**src/rtl/regfile_scoreboard_pkg.sv**
```systemverilog
// Shared pipeline constants and instruction field layouts
// used by decode, the register file and writeback.
package regfile_scoreboard_pkg;

  localparam int XLEN      = 32;
  localparam int NREG      = 32;
  localparam int REG_IDX_W = $clog2(NREG);

  typedef logic [REG_IDX_W-1:0] reg_idx_t;

  typedef struct packed {
    logic [6:0] funct7;
    reg_idx_t   rs2;
    reg_idx_t   rs1;
    logic [2:0] funct3;
    reg_idx_t   rd;
    logic [6:0] opcode;
  } rtype_t;

endpackage

```
**src/rtl/regfile_bypass_port.sv**
```systemverilog
// One operand read port: x0 / writeback bypass / array mux
// plus the busy hazard term for that source.
module regfile_bypass_port
  import regfile_scoreboard_pkg::*;
#(
  parameter int W  = XLEN,
  parameter int N  = NREG,
  parameter int IW = $clog2(N)
) (
  input  logic [IW-1:0] num_i,
  input  logic          valid_i,
  input  logic [W-1:0]  regs_i [N],
  input  logic [N-1:0]  busy_i,
  input  logic          wbvalid_i,
  input  logic [IW-1:0] wbnum_i,
  input  logic [W-1:0]  wbdata_i,
  output logic [W-1:0]  data_o,
  output logic          haz_o
);

  logic w_zero;
  logic w_hit;
  logic w_byp;

  assign w_zero = (num_i == '0);
  assign w_hit  = wbvalid_i && (wbnum_i == num_i);
  // x0 beats the bypass so the two selects stay one-hot
  assign w_byp  = w_hit && !w_zero;

  always_comb begin
    data_o = '0;
    unique case (1'b1)
      w_zero:  data_o = '0;
      w_byp:   data_o = wbdata_i;
      default: data_o = regs_i[num_i];
    endcase
  end

  assign haz_o = valid_i && !w_zero &&
                 busy_i[num_i] && !w_hit;

endmodule

```
**src/rtl/regfile_scoreboard.sv**
```systemverilog
// Integer register file with per-register busy scoreboard,
// two bypassed read ports and a single writeback port.
module regfile_scoreboard
  import regfile_scoreboard_pkg::*;
#(
  parameter int XLEN = regfile_scoreboard_pkg::XLEN,
  parameter int NREG = regfile_scoreboard_pkg::NREG,
  localparam int IW  = $clog2(NREG)
) (
  input  logic            clk,
  input  logic            rst,
  input  logic [IW-1:0]   r0num_i,
  input  logic            r0valid_i,
  input  logic [IW-1:0]   r1num_i,
  input  logic            r1valid_i,
  input  logic [IW-1:0]   rdnum_i,
  input  logic            rdreserve_i,
  output logic [XLEN-1:0] r0data_o,
  output logic [XLEN-1:0] r1data_o,
  output logic            rsreserved_o,
  input  logic            wbvalid_i,
  input  logic [IW-1:0]   wbnum_i,
  input  logic [XLEN-1:0] wbdata_i,
  output logic [NREG-1:0] busy_o
);

  logic [XLEN-1:0] r_regs [NREG];
  logic [NREG-1:0] r_busy;
  logic            w_haz0;
  logic            w_haz1;
  logic            w_wb;
  logic            w_rsv;

  assign w_wb  = wbvalid_i && (wbnum_i != '0);
  assign w_rsv = rdreserve_i && (rdnum_i != '0);

  regfile_bypass_port #(
    .W  (XLEN),
    .N  (NREG),
    .IW (IW)
  ) u_port0 (
    .num_i     (r0num_i),
    .valid_i   (r0valid_i),
    .regs_i    (r_regs),
    .busy_i    (r_busy),
    .wbvalid_i (wbvalid_i),
    .wbnum_i   (wbnum_i),
    .wbdata_i  (wbdata_i),
    .data_o    (r0data_o),
    .haz_o     (w_haz0)
  );

  regfile_bypass_port #(
    .W  (XLEN),
    .N  (NREG),
    .IW (IW)
  ) u_port1 (
    .num_i     (r1num_i),
    .valid_i   (r1valid_i),
    .regs_i    (r_regs),
    .busy_i    (r_busy),
    .wbvalid_i (wbvalid_i),
    .wbnum_i   (wbnum_i),
    .wbdata_i  (wbdata_i),
    .data_o    (r1data_o),
    .haz_o     (w_haz1)
  );

  // Kept free of rdnum/rdreserve: decode closes the loop
  assign rsreserved_o = w_haz0 | w_haz1;
  assign busy_o       = r_busy;

  always_ff @(posedge clk or negedge rst) begin
    if (!rst) begin
      for (int i = 0; i < NREG; i++) begin
        r_regs[i] <= '0;
      end
      r_busy <= '0;
    end else begin
      if (w_wb) begin
        r_regs[wbnum_i] <= wbdata_i;
        r_busy[wbnum_i] <= 1'b0;
      end
      // Younger producer's reservation overrides the clear
      if (w_rsv) begin
        r_busy[rdnum_i] <= 1'b1;
      end
    end
  end

endmodule
```
**config.mk**
```make
export PLATFORM = sky130hd
export DESIGN_NAME = regfile_scoreboard
export DESIGN_NICKNAME = d
export VERILOG_FILES = /design/src/rtl/regfile_scoreboard_pkg.sv /design/src/rtl/regfile_bypass_port.sv /design/src/rtl/regfile_scoreboard.sv
export SDC_FILE = /design/constraint.sdc
export NUM_CORES = 2
export LEC_CHECK = 0
export ABC_CLOCK_PERIOD_IN_PS = 2400
export BUFFER_PORTS_ARGS = -buffer_cell sky130_fd_sc_hd__buf_4
export CELL_PAD_IN_SITES_DETAIL_PLACEMENT = 2
export CELL_PAD_IN_SITES_GLOBAL_PLACEMENT = 2
export CORE_UTILIZATION = 42
export CTS_CLUSTER_SIZE = 12
export DETAILED_ROUTE_END_ITERATION = 10
export GPL_TIMING_DRIVEN = 0
export PLACE_DENSITY = 0.85
export SLEW_MARGIN = 0
export SYNTH_ARGS = -nofsm -noshare
export SYNTH_HDL_FRONTEND = slang
export SYNTH_SLANG_ARGS = --single-unit
```
**constraint.sdc**
```tcl
create_clock -name clk -period 2.4 [get_ports clk]
set_input_delay 0.48 -clock clk [delete_from_list [all_inputs] [get_ports clk]]
set_output_delay 0.48 -clock clk [all_outputs]
set_load 0.1 [all_outputs]
```
==> results.toml <==
[run_status]
status = "complete, but fails checks"
failed_checks = "negative setup slack"

[timing]
setup_viol = 146
post-route-period-util_pct = 160
rsz0062_at_grt = "true"
fin_ws_ns = -1.44
hold_violations = 0
max_freq_mhz = 261
whs_ns = 0.0384
drv_slew = 0
period_needed_ns = 3.84
tightest_slew_ns = 1.07
finalClockSkew_ns = 0
tns_ns = -71.95
relSlewSlack_pct = 28.2

[pwr]
power_density_mw_per_mm2 = 910
power.leakage_nw = 28.7
ir_drop_uv = 640

[yosys]
synth.cell_area_sq_mm = 0.0561
synthMostInstantiatedCell = "dfrtp_1"
synth_edf_count = 0
postSynthCellCount = 3773
syn_area_per_cell_sq_um = 14.9
ys_top_cells_by_area = "dfrtp_1 47%, mux4_2 21%, mux2_2 20%"
synth_top_area_share_pct = 47.1
synth_area_leader_cell = "dfrtp_1"
ys_top_cells_by_count = "1056 x dfrtp_1, 991 x mux2_2, 528 x mux4_2"
yosys_register_bits = 1056
synth_nets = 3831
yosys_most_used_dff = "dfrtp_1"
synth_warnings = 0
yosysSeqAreaShare_pct = 47.1
synth_cell_types = 42
async_reset_ff_share_pct = 100

[finish]
multiInputGateArea_sq_mm = 0.0286
drive_above_1_share_pct = 56.6
seq_area_sq_mm = 0.0264
synthToLayoutAreaGrowth_pct = 19.3
n_fill_cell = 11800
final_cells = 5959
final_net_count = 4163
fin_area_sq_mm = 0.0669

[cts]
cts_tree = "yes"
cts_root_buf = "clkbuf_16"
numCtsBuffers = 117
cts_sinks = 1056
clk_pin_slew_ns = 0.06
clk_latency_ns = 0.74
clockBufferDepth = 3
cts_max_level = 3

[worst_hold_path]
hold_class = "in -> reg"
hold_end = "r_regs[79]$_DFFE_PN0P_"
whs_path_depth = 2
holdCritStartpoint = "wbdata_i[15]"

[setup_path]
cp.buffers_inverters = 4
timing.rr.end = "r_regs[123]$_DFFE_PN0P_"
critPathArrivalTime_ns = 3.36
slowest_delay_ns = 0.57
crit_required_ns = 1.92
r2r_start = "r_regs[123]$_DFFE_PN0P_"
crit_cells = 8
r2r_cells = 2
cp-start-kind = "input pin"
critPathSlowestCell = "mux4_2"
r2r_slack_ns = 1.35
crit_type = "in -> out"
cpMostUsedCell = "buf_12"
cp_top_family = "compound AO/OA/AOI/OAI gates"
end_kind = "output port"
cp_max_fo = 10
crit_chain = "buf_12, buf_8, buf_6, mux4_2, o211ai_1, nand4_1, a32o_2, buf_12"

[floorplan]
die-area_sq_mm = 0.135
rows = 133
die_w_microns = 368
start_util_pct = 42.5
dieHeight_microns = 368
io_pins = 155
core_sq_mm = 0.132

[placed_design]
placed_area_sq_mm = 0.0603
io_buffers = 142
hpwl_mm = 183
place.gp.congestion = 0.966
dp_cells = 5676

[detailed_routing]
dr_total_vias = 43100
drc = 0
dr.pass1.iters = 6
routed_wl_mm = 274
avgViaCountPerCell = 7.22
wl_per_cell_microns = 45.9
drtIter0Drc = 5348
drtAntennaViolNets = 0

[global_route]
grt_pass1_wl_mm = 381
grt_pass1_vias = 46600
grt_max_degree = 177
grt_usage_pct = 40.2
antenna_found_initial = 20
overflow = 0

[run]
maxCapViolCount = 0
-- state kept, by name, summed over array words and instances, names as in the netlist --
| name | cells |
|---|---|
| busy_o | 32 |
| r_regs | 1024 |
-- how the worst max path moves through the flow --
stage | start | end | slack, ns
finish | r1num_i[0] | r1data_o[4] | -1.44
global route | r_regs[21]$_DFFE_PN0P_ | r1data_o[21] | -1.37
CTS | r_regs[292]$_DFFE_PN0P_ | r1data_o[4] | -1.20
detailed placement | r0num_i[4] | r0data_o[15] | -2.08
global placement | rst | r_regs[971]$_DFFE_PN0P_ | -12.16
floorplan | r0num_i[0] | r0data_o[1] | -0.34
-- final cells by class --
type	count	share of cell area [%]
diodes	4	0.0150
plain buffers	438	4.45
clock buffers	172	5.07
clock inverters	42	0.749
inverters	12	0.0673
multi-input cells	2264	42.8
flip-flops and latches	1056	39.5
well taps	1755	3.28
repair buffers	216	4.11
-- per-layer routing --
| layer | global-route usage (%) | up-vias | share of wire (%) |
|---|---|---|---|
| li1 | - | 15300 | - |
| met1 | 49.2 | 23000 | 36 |
| met2 | 60.8 | 3511 | 45 |
| met3 | 11.1 | 1251 | 10 |
| met4 | 30.1 | 18 | 9.1 |
| met5 | 0.107 | - | 0.039 |
-- power by group --
part | switching, mW | internal [mW] | total [mW] | leakage, nW
Sequential | 3.57 | 21.2 | 24.8 | 13.5
Clock | 8.48 | 10.8 | 19.3 | 1.92
Combinational | 9.00 | 7.84 | 16.8 | 13.2
-- cell usage in the layout (no fill, tap or decap), drive strengths merged, types with 2 or more instances in the layout --
master	netlist	layout
a32o	68	68
dfrtp	1056	1056
o32ai	2	2
nor2b	10	10
a22o	8	8
or2	2	2
o31ai	5	5
clkinvlp	0	3
inv	12	15
o21ai	4	4
mux2i	4	4
nand3b	4	4
mux2	992	992
o211ai	65	65
nand2b	72	72
nand3	10	10
diode	0	4
mux4	528	528
a31oi	5	5
xor2	8	8
nor3	13	13
nor2	82	82
nor4	4	4
xnor2	2	2
dlygate4sd3	0	3
nand4	65	65
and3	2	2
buf	228	437
nand2	162	162
or3	2	2
o22ai	139	139
bufinv	0	10
clkbuf	213	386
clkinv	0	26
-- what timing repair did --
item / in CTS / in global routing
hold endpoints to repair: 101 / 0
resized for setup: 486 / 58
buffers inserted: 49 / 15
setup endpoints to repair: 73 / 601
pin swaps: 123 / 43
hold buffers: 3 / 0
gates cloned: 1 / 4
-- logic make-up (layout without fill, tap and decap cells) --
group	Yosys count	count (layout)	synth area share, %
multiplexers	1524	1524	41.2
flip-flops	1056	1056	47.1
buffers and inverters	453	880	3.85
AND/OR/NAND/NOR	432	432	3.77
AO/OA/AOI/OAI	298	298	3.98
XOR/XNOR	10	10	0.156
other	0	4	0
-- per-stage QoR --
step	power, mW	worst slack (ns)	utilization [%]
final	60.9	-1.44	50.7
after global routing	61.8	-1.37	50.7
after CTS	59.2	-1.20	50.5
after detailed placement	38.7	-2.08	45.7
after global placement	37.3	-12.16	45.6
after floorplan	33.6	-0.344	-
No activity file was read; power rests on OpenSTA's default activity.
